--- src/rtl/cmac_feeder.sv ---
// cmac_feeder: operand sequencer and result collector for one cmac FP16 MAC.
//
// Accepts one dot-product command and streams N operand pairs from the data
// and weight buffers into cmac. Each pair is held until cmac pulses
// cmac_rdy_acc. When cmac raises cmac_conv_valid, the result is written to
// the output buffer and cmac is cleared for the next job.
//
// Ports:
//   clk, rst_n                      clock, asynchronous active-low reset
//   start, data_base, weight_base,  command strobe and fields, latched on an
//   out_addr, op_count              accepted start (ignored while busy)
//   busy, done                      job status / one-cycle completion pulse
//   data_addr/data_rd_en/data_q     data buffer read port (1-cycle latency)
//   weight_addr/weight_rd_en/       weight buffer read port (1-cycle latency)
//   weight_q
//   out_wr_addr/out_wr_data/        output buffer write port
//   out_wr_en
//   cmac_rst, cmac_conv_ready,      cmac control: reset, launch strobe, N-1
//   cmac_op_num
//   cmac_data, cmac_weight          current operand pair
//   cmac_rdy_acc, cmac_conv_valid,  cmac status and final (clamped) sum
//   cmac_result
module cmac_feeder #(
    parameter int ADDR_W = 16
) (
    input  logic              clk,
    input  logic              rst_n,
    input  logic              start,
    input  logic [ADDR_W-1:0] data_base,
    input  logic [ADDR_W-1:0] weight_base,
    input  logic [ADDR_W-1:0] out_addr,
    input  logic [31:0]       op_count,
    output logic              busy,
    output logic              done,
    output logic [ADDR_W-1:0] data_addr,
    output logic              data_rd_en,
    input  logic [15:0]       data_q,
    output logic [ADDR_W-1:0] weight_addr,
    output logic              weight_rd_en,
    input  logic [15:0]       weight_q,
    output logic [ADDR_W-1:0] out_wr_addr,
    output logic [15:0]       out_wr_data,
    output logic              out_wr_en,
    output logic              cmac_rst,
    output logic              cmac_conv_ready,
    output logic [31:0]       cmac_op_num,
    output logic [15:0]       cmac_data,
    output logic [15:0]       cmac_weight,
    input  logic              cmac_rdy_acc,
    input  logic              cmac_conv_valid,
    input  logic [15:0]       cmac_result
);

    typedef enum logic [3:0] {
        IDLE, CLEAR, PRE0, PRE1, LAUNCH, RUN, WAITV, WRITE, DONE
    } state_t;

    state_t            state_q;
    logic [ADDR_W-1:0] data_base_q, weight_base_q, out_addr_q;
    logic [31:0]       n_q;
    logic [31:0]       k_q;
    logic [15:0]       shadow_data_q, shadow_weight_q;
    logic              rd_pend_q;
    logic              busy_q, done_q, out_wr_en_q, cmac_rst_q, conv_ready_q;
    logic [ADDR_W-1:0] out_wr_addr_q;
    logic [15:0]       out_wr_data_q, op_data_q, op_weight_q;
    logic [31:0]       op_num_q;

    // Read issue is combinational on cmac_rdy_acc: issuing in the same cycle
    // as the advance lets the reply reach the shadow registers before the
    // earliest possible next cmac_rdy_acc (pulses are >= 2 cycles apart).
    logic              rd_issue;
    logic [ADDR_W-1:0] rd_off;

    // NOTE: every always_comb output gets a default first so no latch is inferred.
    always_comb begin
        rd_issue = 1'b0;
        rd_off   = '0;
        unique case (state_q)
            PRE0: rd_issue = 1'b1;
            PRE1: begin
                rd_issue = (n_q >= 32'd2);
                rd_off   = ADDR_W'(1);
            end
            RUN: begin
                // 33-bit compare so k+2 cannot wrap for huge N.
                rd_issue = cmac_rdy_acc && (({1'b0, k_q} + 33'd2) < {1'b0, n_q});
                rd_off   = k_q[ADDR_W-1:0] + ADDR_W'(2);
            end
            default: ;
        endcase
    end

    // Addresses are forced to zero when no read is issued; wrap is silent.
    assign data_rd_en   = rd_issue;
    assign weight_rd_en = rd_issue;
    assign data_addr    = rd_issue ? data_base_q + rd_off : '0;
    assign weight_addr  = rd_issue ? weight_base_q + rd_off : '0;

    // NOTE: sequential state uses non-blocking assignments only, so every
    // right-hand side below sees the value from before this clock edge.
    always_ff @(posedge clk or negedge rst_n) begin
        if (!rst_n) begin
            state_q         <= IDLE;
            data_base_q     <= '0;
            weight_base_q   <= '0;
            out_addr_q      <= '0;
            n_q             <= '0;
            k_q             <= '0;
            shadow_data_q   <= '0;
            shadow_weight_q <= '0;
            rd_pend_q       <= 1'b0;
            busy_q          <= 1'b0;
            done_q          <= 1'b0;
            out_wr_en_q     <= 1'b0;
            out_wr_addr_q   <= '0;
            out_wr_data_q   <= '0;
            cmac_rst_q      <= 1'b1;   // hold cmac in reset alongside us
            conv_ready_q    <= 1'b0;
            op_num_q        <= '0;
            op_data_q       <= '0;
            op_weight_q     <= '0;
        end else begin
            // Single-cycle strobes default low each cycle.
            done_q       <= 1'b0;
            out_wr_en_q  <= 1'b0;
            cmac_rst_q   <= 1'b0;
            conv_ready_q <= 1'b0;

            // A reply always lands one cycle after its read; PRE1 consumes
            // the index-0 reply directly, every other reply goes to shadow.
            rd_pend_q <= rd_issue;
            if (rd_pend_q && state_q != PRE1) begin
                shadow_data_q   <= data_q;
                shadow_weight_q <= weight_q;
            end

            unique case (state_q)
                IDLE: begin
                    if (start) begin
                        data_base_q   <= data_base;
                        weight_base_q <= weight_base;
                        out_addr_q    <= out_addr;
                        n_q           <= op_count;
                        k_q           <= '0;
                        busy_q        <= 1'b1;
                        if (op_count == 32'd0) begin
                            // Empty dot product: write zero without touching cmac.
                            state_q       <= WRITE;
                            out_wr_en_q   <= 1'b1;
                            out_wr_addr_q <= out_addr;
                            out_wr_data_q <= 16'h0000;
                        end else begin
                            state_q    <= CLEAR;
                            cmac_rst_q <= 1'b1;
                        end
                    end
                end
                CLEAR: state_q <= PRE0;
                PRE0:  state_q <= PRE1;
                PRE1: begin
                    op_data_q    <= data_q;
                    op_weight_q  <= weight_q;
                    conv_ready_q <= 1'b1;
                    op_num_q     <= n_q - 32'd1;
                    state_q      <= LAUNCH;
                end
                LAUNCH: state_q <= RUN;
                RUN: begin
                    if (cmac_rdy_acc) begin
                        if (k_q != n_q - 32'd1) begin
                            op_data_q   <= shadow_data_q;
                            op_weight_q <= shadow_weight_q;
                            k_q         <= k_q + 32'd1;
                        end else begin
                            state_q <= WAITV;
                        end
                    end
                end
                WAITV: begin
                    if (cmac_conv_valid) begin
                        state_q       <= WRITE;
                        out_wr_en_q   <= 1'b1;
                        out_wr_addr_q <= out_addr_q;
                        out_wr_data_q <= cmac_result;
                    end
                end
                WRITE: begin
                    state_q    <= DONE;
                    done_q     <= 1'b1;
                    cmac_rst_q <= 1'b1;   // pull cmac out of its finish state
                end
                DONE: begin
                    state_q <= IDLE;
                    busy_q  <= 1'b0;
                end
                default: state_q <= IDLE;
            endcase
        end
    end

    assign busy            = busy_q;
    assign done            = done_q;
    assign out_wr_en       = out_wr_en_q;
    assign out_wr_addr     = out_wr_addr_q;
    assign out_wr_data     = out_wr_data_q;
    assign cmac_rst        = cmac_rst_q;
    assign cmac_conv_ready = conv_ready_q;
    assign cmac_op_num     = op_num_q;
    assign cmac_data       = op_data_q;
    assign cmac_weight     = op_weight_q;

endmodule

--- config.mk ---
export PLATFORM = sky130hd
export DESIGN_NAME = cmac_feeder
export DESIGN_NICKNAME = d
export VERILOG_FILES = /design/src/rtl/cmac_feeder.sv
export SDC_FILE = /design/constraint.sdc
export NUM_CORES = 1
export LEC_CHECK = 0
export CAP_MARGIN = 15
export CORE_MARGIN = 4
export CORE_UTILIZATION = 41
export DETAILED_ROUTE_END_ITERATION = 16
export PLACE_DENSITY = 0.64
export SLEW_MARGIN = 0
export SYNTH_ARGS = -nofsm -noshare
export SYNTH_HDL_FRONTEND = slang
export SYNTH_SLANG_ARGS = --single-unit
--- constraint.sdc ---
create_clock -name clk -period 5.8 [get_ports clk]
set_input_delay 1.16 -clock clk [delete_from_list [all_inputs] [get_ports clk]]
set_output_delay 1.16 -clock clk [all_outputs]
set_load 0.01 [all_outputs]
==> impl_results.md, run 1 <==
- Outcome: complete, no violations
- Pin slew with the least headroom to its limit: 0.996 ns
- Syn Area/Cell: 8.95 um2
- Primary FF master, synth: dfrtp_1
- Synthesized area: 0.0155 mm2
- Post-Synthesis Cells: 1732
- Final period utilization: 0.979
- Cell Count, Final, Fillers Out: 2501
- Seq/Total Area, Yosys: 0.404
- Hold Vio Cnt, Final: 0
- CP peak stage delay: 0.55 ns
- Die area: 0.0410 mm2
- Clk Latency, worst-skew pair: 0.58 ns
- Die Height: 202 um
- Hold WC Path Type: reg2reg
- Crit path max-delay family: compound AO/OA/AOI/OAI gates
- Req. time, crit path: 4.64 ns
- Deepest clock path buffer count: 3
- Vias in the first global route: 13800
- Max Clk Rate: 0.176 GHz
- Starting Density: 0.420
- Max VDD drop: 0.234 mV
- Placed insts: 2432
- Seq pwr share: 0.394
- Core Region: 0.0370 mm2
- # IOs: 268
- Hold_ws: 0.477 ns
- Layout cell share with drive strength beyond 1: 0.132
- Slowest stage cell, crit path: clkdlybuf4s50_1
- Worst-path clk slew: 0.06 ns
- YS warnings: 0
- TritonCTS clock tree: yes
- Area growth from synthesis to layout: 29.7%
- Logic gate share of total power: 0.186
- Row cnt: 70
- Maximum fanout along the worst path: 3
- Final setup violating endpoints: 0
- Multi-input gate area: 0.00868 mm2
- Yosys reg bits: 250
- Critical path depth: 15
- PD cells: 237 mW/mm2
- CP bufs+invs: 2
- Reg2Reg Depth: 13
- 1st-iter DRT viols: 1162
- Minimum clock period: 5.68 ns
- Residual DRC: 0
- Root buf cell: clkbuf_16
- Nets@finish: 2174
- GRT Total Usage: 0.243
- Total gr overflow: 0
- LEAKAGE: 0.00946 uW
- Clk sinks: 250
- Cell Chain, Critical Path: nand2b_1 > or3b_2 > nor2_2 > ha_1 > a21o_1 > a21o_1 > a2111oi_4 > o31ai_2 > o41ai_2 > buf_4 > o21ai_2 > a31oi_2 > xnor2_1 > nor2_1 > clkdlybuf4s50_1
- Worst EP arrival: 4.52 ns
- CTS Buf Count: 30
- Post-synthesis cell type count: 85
- CP Launch Type: flip-flop
- Total of max-cap violations: 0
- Drt wl/cell: 20.7 um
- Clock share of power: 0.420
- Antenna viol nets, final: 0
- Slew Limit Headroom: 0.336
- Antenna diodes: 0
- Layout filler cell count: 3346
- Fin. max-slew vios: 0
- Post-Syn Nets: 1933
- Dpl cell area: 0.0187 mm2
- Finished Cell Area: 0.0201 mm2
- Worst setup path class: reg2out
- Htree depth: 1
- Pre-antenna DRT Iters: 5
- WL final: 51600 um
- FFs w/ async S/R, synth: 1.00
- Largest net degree at the start of global routing: 159
- Hold Crit Depth: 2
- DP HPWL: 38400 um
- Initial antenna violation count: 1
- Vias: 13900
- Drt via density: 5.54
- Routability cong.: 0.980
- Number of enable flip-flop cells after synthesis: 0
- PortBufs: 267
- Die width: 202 um
- FF+latch area: 0.00628 mm2
- First-pass GRT wire length: 80200 um
- Crit path capture type: primary output
- Switch Pwr: 1280 uW
- Clk_skew: 0.0145 ns
- Most frequent CP cell: a21o_1
- Int Pwr: 3480 uW
- Switch share: 0.269
metrics by stage:
stage	utilization	setup TNS (ns)	total power [uW]	setup WS [ns]
2_1_floorplan	-	0	2340	0.500
3_3_place_gp	0.506	0	2740	0.0200
4_1_cts	0.539	-0.00966	4800	-0.00966
3_5_place_dp	0.506	0	2750	0.0205
6_report	0.544	0	4760	0.124
5_1_grt	0.544	-0.0405	4960	-0.0405
cell families (layout without fill, tap and decap cells):
family / Yosys count / after routing / synth area share
compound gates: 286 / 286 / 0.124
xor+xnor: 107 / 107 / 0.0649
fa+ha+maj: 68 / 68 / 0.0558
buf+inv: 178 / 443 / 0.0477
flops: 250 / 250 / 0.404
mux: 96 / 96 / 0.0745
simple gates: 747 / 747 / 0.229
cell usage in the layout (no fill, tap or decap), drive strengths merged, types with 31 or more instances in the layout:
cell type,count
nand2,400
a21oi,40
nor2,103
dfrtp,249
inv,67
clkdlybuf4s50,237
nand3,35
clkbuf,33
o21ai,98
ha,66
mux2,65
buf,55
nor4,40
mux2i,31
nand4,33
xnor2,84
cell type report:
class                           count  share of cell area
Clock inverter                     23              0.0140
Inverter                           66              0.0123
Multi-Input combinational cell   1304               0.432
Clock buffer                       33              0.0389
Sequential cell                   250               0.312
Tap cell                          504              0.0314
Timing Repair Buffer              321               0.160
what timing repair did:
item	in CTS	in global routing
pin swaps	5	10
buffers inserted	8	4
hold buffers	0	0
resized for setup	42	47
setup endpoints to repair	34	34
power by group through the flow:
stage	logic, uW	registers [uW]	clock network, uW
floorplan	438	1900	0
global placement	829	1910	0
detailed placement	832	1910	0
CTS	882	1870	2040
global route	963	1880	2120
finish	883	1870	2000
worst paths after layout:
kind / to / from / slack [ns]
hold reg to reg: cmac_op_num[30] / cmac_op_num[30] / 0.48
setup / recovery: weight_addr[15] / state_q[3] / 0.12
min in group asynchronous: weight_base_q[13] / rst_n / 0.57
max in group asynchronous: cmac_op_num[26] / rst_n / 3.88
hold / removal: cmac_op_num[30] / cmac_op_num[30] / 0.48
setup reg to reg: k_q[18] / n_q[1] / 1.48
synthesized netlist by cell type (all sizes together) (4+ instances only):
cell type / number / area, um2
nand2: 400 / 1500
dfrtp: 249 / 6230
nor2: 103 / 387
o21ai: 98 / 490
clkbuf: 91 / 342
xnor2: 84 / 736
ha: 66 / 826
inv: 66 / 248
mux2: 65 / 845
a21oi: 40 / 200
nor4: 40 / 357
nand3: 35 / 193
nand4: 33 / 206
mux2i: 31 / 310
nor3: 24 / 130
and2: 22 / 138
buf: 21 / 150
xor2: 18 / 158
a22o: 17 / 149
a31oi: 17 / 121
a21o: 16 / 120
a211oi: 15 / 113
or3: 15 / 93.8
a31o: 12 / 105
and3: 12 / 75.1
nand2b: 11 / 68.8
nor2b: 10 / 62.6
or2: 10 / 62.6
or4: 10 / 82.6
a311oi: 9 / 85.1
o211ai: 9 / 67.6
o31ai: 8 / 60.1
and4: 5 / 43.8
nand3b: 5 / 37.5
o2111ai: 5 / 43.8
o21a: 5 / 37.5
xnor3: 5 / 113
a2111oi: 4 / 53.8
nor3b: 4 / 35.0
o41ai: 4 / 35.0
metal layers:
layer	part of all wire	track usage	vias to the layer above
met5	0.00025	0	-
met4	0.030	0.0713	2
met3	0.073	0.0442	92
met2	0.44	0.376	524
met1	0.45	0.351	6729
li1	-	-	6503
tightest hold or removal path: stages, from the launching register on:
cell and delay [ns]:
dfrtp_1 0.34, nand2_1 0.05, o21ai_0 0.06
Note: power is estimated with default switching activity, not from simulation.
==> inputs of run 2 (changes only) <==
--- a/config.mk
+++ b/config.mk
@@ -11,5 +11,5 @@
 export DETAILED_ROUTE_END_ITERATION = 16
 export PLACE_DENSITY = 0.64
-export SLEW_MARGIN = 0
+export SLEW_MARGIN = 20
 export SYNTH_ARGS = -nofsm -noshare
 export SYNTH_HDL_FRONTEND = slang
==> constraint.sdc (replaced) <==
create_clock -name clk -period 5.8 [get_ports clk]
set_input_delay 1.16 -clock clk [delete_from_list [all_inputs] [get_ports clk]]
set_output_delay 1.16 -clock clk [all_outputs]
set_load 0.005 [all_outputs]
==> run 2 against run 1 <==
Net effect:
- flip-flop and latch count unchanged
- clock skew about the same
- clock power down 7%
- largest power group is now registers
- largest cell class unchanged
- maximum frequency up 1.3%
- power down 3.4%
- critical path depth up 1
- critical path type unchanged
- worst setup slack better by 0.075 ns
- sequential share of layout area about the same
- die area unchanged
- highest routed layer unchanged
- first-iteration DRC count up 6.5%
==> impl_results.md, run 2 (synthesized netlist as in run 1, its figures left out) <==
- Die width: 202 um (unchanged)
- Cell Chain, Critical Path: buf_4 > nand4_1 > nor4_2 > buf_4 > and2_2 > nand2_1 > nor4_2 > xor2_1 > ha_1 > a21oi_1 > nand3_1 > a311o_1 > o32a_4 > clkbuf_16 > inv_1 > clkdlybuf4s50_1
- Layout filler cell count: 3395 (+1.5%)
- Vias: 13700 (-0.81%)
- Cell Count, Final, Fillers Out: 2499 (-0.080%)
- First-pass GRT wire length: 79700 um (-0.62%)
- Die area: 0.0410 mm2 (unchanged)
- Hold_ws: 0.473 ns (-0.00392 ns)
- Starting Density: 0.420 (unchanged)
- Setup_tns: 0 ns (unchanged)
- Max VDD drop: 0.227 mV (-3.0%)
- Deepest clock path buffer count: 3 (unchanged)
- GRT Total Usage: 0.244 (+0.000568)
- Hold WC Path Type: reg2reg
- Core Region: 0.0370 mm2 (unchanged)
- Commonest cells after routing, fill and taps aside: 400 x nand2_1, 240 x dfrtp_1, 233 x clkdlybuf4s50_1
- Final period utilization: 0.966 (-0.0130)
- Drt wl/cell: 20.8 um (+0.93%)
- Clk_skew: 0.0147 ns (+0.000150 ns)
- DP HPWL: 38800 um (+0.99%)
- Pre-antenna DRT Iters: 6 (+1)
- Total power: 4600 uW (-3.4%)
- Antenna viol nets, final: 0 (unchanged)
- Worst-path clk slew: 0.06 ns (about the same)
- Hold Vio Cnt, Final: 0 (unchanged)
- Layout cell share with drive strength beyond 1: 0.125 (-0.00739)
- Slowest stage cell, crit path: clkdlybuf4s50_1
- LEAKAGE: 0.00952 uW (+0.71%)
- Routability cong.: 0.979 (-0.10%)
- Placement-stage worst setup slack: 0.159 ns (+0.138 ns)
- Htree depth: 1 (unchanged)
- Minimum clock period: 5.60 ns (-0.0754 ns)
- Total gr overflow: 0 (unchanged)
- Residual DRC: 0 (unchanged)
- Drt via density: 5.50 (-0.73%)
- CP peak stage delay: 0.51 ns (-0.04 ns)
- WL final: 52100 um (+0.85%)
- Antenna diodes: 0 (unchanged)
- Initial antenna violation count: 1 (unchanged)
- Worst setup path class: reg2out
- Largest net degree at the start of global routing: 109 (-31%)
- Die Height: 202 um (unchanged)
- TritonCTS clock tree: yes
- Maximum fanout along the worst path: 16 (+13)
- PortBufs: 267 (unchanged)
- RSZ-0062 raised after global routing: no
- Clk sinks: 250 (unchanged)
- 1st-iter DRT viols: 1238 (+6.5%)
- Max Clk Rate: 0.179 GHz (+1.3%)
- Area growth from synthesis to layout: 29.4%
- Req. time, crit path: 4.64 ns (about the same)
- Total of max-cap violations: 0 (unchanged)
- Clk Latency, worst-skew pair: 0.59 ns (about the same)
- Root buf cell: clkbuf_16
- # IOs: 268 (unchanged)
- Fin. max-slew vios: 0 (unchanged)
- Worst EP arrival: 4.44 ns (-0.08 ns)
- Outcome: complete, no violations
- Hold_buf cts: 0 (unchanged)
- Placed insts: 2430 (-0.082%)
- Slew Limit Headroom: 0.355 (+0.0190)
- Post-route setup slack: 0.199 ns (+0.0754 ns)
- PD cells: 229 mW/mm2 (-3.2%)
- CP Launch Type: flip-flop
- Most common cell after layout, fill and taps aside: nand2_1
- Vias in the first global route: 13600 (-1.3%)
- Row cnt: 70 (unchanged)
- CTS Buf Count: 30 (unchanged)
- Pin slew with the least headroom to its limit: 0.961 ns (-0.0350 ns)
- Crit path capture type: primary output
- Final setup violating endpoints: 0 (unchanged)
- Nets@finish: 2173 (-0.046%)
## run 2: cell count changes in the layout (fill, tap and decap cells not counted), moves of 5 or more
cell            delta
clkbuf_1           +8
clkinv_2           -7
dfrtp_2            -6
dfrtp_1            +6
dlymetal6s2s_1     +6
clkbuf_8           +5
## run 2: power by group
part | switching (uW) | internal, uW | leakage, uW | total [uW]
Sequential | 53.1 | 1820 | 0.00295 | 1870
Clock | 770 | 1090 | 0.000476 | 1860
Combinational | 406 | 459 | 0.00610 | 865
## run 2: final timing paths
check / start / to / slack, ns / depth (start not counted)
hold / removal: out_addr_q[1] / out_addr_q[1] / 0.47 / 2
setup reg to reg: n_q[1] / k_q[23] / 1.50 / 12
min in group asynchronous: rst_n / weight_base_q[15] / 0.58 / 1
hold reg to reg: out_addr_q[1] / out_addr_q[1] / 0.47 / 2
max in group asynchronous: rst_n / out_wr_addr[8] / 3.96 / 2
setup / recovery: k_q[4] / data_rd_en / 0.20 / 16
## run 2: worst max-delay path, delay by kind of cell, from the launching register on
family,cells,cell delay (ns)
compound gates,3,0.76
simple gates,6,1.18
xor+xnor,1,0.18
flops,1,0.38
fa+ha+maj,1,0.26
buf+inv,5,1.10
## run 2: layout make-up
type | count | area (um2) | area share
multi-input cells | 1304 | 8710 | 0.434
flip-flops and latches | 250 | 6270 | 0.312
repair buffers | 320 | 3230 | 0.161
clock buffers | 46 | 881 | 0.0439
well taps | 504 | 631 | 0.0314
inverters | 66 | 248 | 0.0123
clock inverters | 9 | 100 | 0.00499
## run 2: metrics by stage
stage,instance area [um2],util
finish,20100,0.543
global route,20100,0.543
CTS,19800,0.535
detailed placement,18700,0.505
global placement,18700,0.505
floorplan,15500,-
## run 2: repair_timing
item                       in CTS  in global routing
setup endpoints to repair      34                 34
setup buffers                   6                  6
gates cloned                    0                  1
gates resized for setup        30                 56
pin swaps                       4                 12
## run 2: layer usage
layer	vias to the layer above	share of wire	wire, um	track usage
li1	6504	-	-	-
met1	6648	0.45	23600	0.351
met5	-	0.00025	13	0
met3	89	0.074	3880	0.0506
met2	495	0.44	23000	0.373
met4	2	0.031	1590	0.0718
==> inputs of run 3 (changes only) <==
CTS_CLUSTER_DIAMETER = 100   (was unset)
REMOVE_ABC_BUFFERS = 1   (was unset)
SETUP_SLACK_MARGIN = 0.15   (was unset)
==> run 3 against run 2 <==
Net effect:
- sequential share of layout area decreased by 0.081 points
- core utilization up 0.21 points
- combinational power down 0.7%
- design area up 0.38%
- first-iteration DRC count fell by 18%
- die area is the same
- non-clock buffer count rose by 8
- power grew 0.43%
- largest power group unchanged
- clock skew grew 0.0034 ns
- hold slack better by 0.0018 ns
- clock power hardly changed
==> impl_results.md, run 3 (synthesized netlist as in run 1, its figures left out) <==
- CP Launch Type: flip-flop
- Seq pwr share: 0.406 (about the same)
- Pre-antenna DRT Iters: 6 (unchanged)
- Routed wl met3: 2760 um (-29%)
- Fin. max-slew vios: 0 (unchanged)
- Area growth from synthesis to layout: 29.9%
- Root buf cell: clkbuf_16
- Core Region: 0.0370 mm2 (unchanged)
- Worst-path clk slew: 0.06 ns (about the same)
- Switch Pwr: 1250 uW (+1.5%)
- Routability cong.: 0.986 (+0.72%)
- RSZ-0062 raised after global routing: yes
- Crit path capture type: primary output
- CP endpoint: data_addr[0]
- First-pass GRT wire length: 80600 um (+1.2%)
- GRT Total Usage: 0.247 (+0.00282)
- Outcome: complete, no violations
- WL final: 52400 um (+0.53%)
- Residual DRC: 0 (unchanged)
- Clk sinks: 250 (unchanged)
- Hold WC Path Type: reg2reg
- CTS Buf Count: 30 (unchanged)
- Drt wl/cell: 20.9 um (+0.25%)
- Logic gate share of total power: 0.186 (-0.002)
- Die area: 0.0410 mm2 (unchanged)
- Commonest cells after routing, fill and taps aside: 398 x nand2_1, 234 x dfrtp_1, 234 x clkdlybuf4s50_1
- Die Height: 202 um (unchanged)
- Die width: 202 um (unchanged)
- Reg2Reg Depth: 11 (-1)
- Nets@finish: 2181 (+0.37%)
- Hold Vio Cnt, Final: 0 (unchanged)
- DP HPWL: 38900 um (+0.27%)
- Max Clk Rate: 0.181 GHz (+1.3%)
- Most common cell after layout, fill and taps aside: nand2_1
- Hold_ws: 0.475 ns (+0.00184 ns)
- Met2 WL: 24200 um (+5.1%)
- WL met1: 23900 um (+1.0%)
- Row cnt: 70 (unchanged)
- TritonCTS clock tree: yes
- Clk_skew: 0.0181 ns (+0.00337 ns)
- Clk Latency, worst-skew pair: 0.59 ns (about the same)
- LEAKAGE: 0.00928 uW (-2.5%)
- Worst setup path class: reg2out
- Drt via density: 5.49 (about the same)
- Req. time, crit path: 4.64 ns (about the same)
- Total of max-cap violations: 0 (unchanged)
- Worst EP arrival: 4.37 ns (-0.07 ns)
- Post-Route Utilization: 0.545 (+0.00206)
- Pin slew with the least headroom to its limit: 0.988 ns (+0.0279 ns)
- Int Pwr: 3370 uW (about the same)
- Reg2Reg Setup Slack: 1.14 ns (-0.36 ns)
- Minimum clock period: 5.53 ns (-0.0712 ns)
- Vias: 13800 (+0.20%)
- Slew Limit Headroom: 0.341 (-0.0142)
- Capturing point of the worst reg2reg path: k_q[30]
- Htree depth: 1 (unchanged)
- Clock share of power: 0.408 (+0.003)
- Final setup violating endpoints: 0 (unchanged)
- Initial antenna violation count: 0 (-1)
- Hold_buf cts: 0 (unchanged)
- Critical path launch point: k_q[12]
- Vias in the first global route: 13800 (+1.7%)
- Max VDD drop: 0.234 mV (+3.0%)
- Starting Density: 0.420 (unchanged)
- # IOs: 268 (unchanged)
- Final period utilization: 0.953 (-0.0123)
- PortBufs: 267 (unchanged)
- PD cells: 229 mW/mm2 (about the same)
- Layout cell share with drive strength beyond 1: 0.143 (+0.0186)
- Antenna viol nets, final: 0 (unchanged)
- Reg2reg start: n_q[10]
- Total power: 4620 uW (+0.43%)
- Largest net degree at the start of global routing: 103 (-5.5%)
- Total gr overflow: 0 (unchanged)
- Deepest clock path buffer count: 3 (unchanged)
- DR top layer: met4
- 1st-iter DRT viols: 1020 (-18%)
- Switch share: 0.270 (+0.00275)
- Maximum fanout along the worst path: 11 (-5)
[run 3: how the worst min path moves through the flow]
stage | start | cells past startpoint | slack [ns] | to
floorplan | out_addr_q[0] | 2 | 0.45 | out_addr_q[0]
global placement | out_addr_q[10] | 2 | 0.46 | out_addr_q[10]
detailed placement | out_addr_q[2] | 2 | 0.47 | out_addr_q[2]
CTS | cmac_op_num[17] | 2 | 0.48 | cmac_op_num[17]
global route | out_addr_q[15] | 2 | 0.49 | out_addr_q[15]
finish | out_addr_q[2] | 2 | 0.48 | out_addr_q[2]
[run 3: what timing repair did]
| action | CTS | global route |
|---|---|---|
| buffers inserted | 12 | 8 |
| pin swaps | 10 | 7 |
| endpoints found under the setup margin | 34 | 31 |
| gates resized for setup | 71 | 61 |
| cloned | 3 | 0 |
[run 3: through the flow]
step	setup TNS [ns]	area, um2	setup WS (ns)	cells
5_1_grt	0	20100	0.0591	2505
2_1_floorplan	-72.83	15000	-1.92	1620
3_5_place_dp	0	18700	0.112	2428
6_report	0	20100	0.270	2506
4_1_cts	0	20000	0.0603	2496
3_3_place_gp	0	18700	0.138	2428
[run 3: final cells by class]
class / count / area [um2]
inverter: 66 / 248
timing repair buffer: 328 / 3260
clock inverter: 10 / 116
sequential: 250 / 6280
tap: 504 / 631
clock buffer: 43 / 870
multi-input combinational: 1304 / 8740
antenna: 1 / 2.50
fill: 3421 / 16800
[run 3: power groups by stage]
stage          Combinational (uW)  Sequential [uW]  Clock (uW)
3_5_place_dp                  803             1910           0
5_1_grt                       929             1880        2000
3_3_place_gp                  799             1910           0
4_1_cts                       849             1870        1930
6_report                      859             1880        1880
2_1_floorplan                 397             1900           0
[run 3: worst max-delay path, cell delays in order, from the launching register on]
cell and delay, ns:
dfrtp_1 0.57, and2_1 0.41, and2_1 0.26, nand2_1 0.11
or3_1 0.40, xnor2_1 0.14, ha_1 0.30, nand4_1 0.09
a31oi_1 0.11, a311o_1 0.34, o32a_4 0.27, buf_16 0.17
nor2b_1 0.10, clkdlybuf4s50_1 0.51
[run 3: per-layer routing]
metal / track usage / vias to the layer above
met5: 0 / -
met4: 0.0793 / 0
met3: 0.0335 / 90
met2: 0.395 / 450
met1: 0.348 / 6719
li1: - / 6507
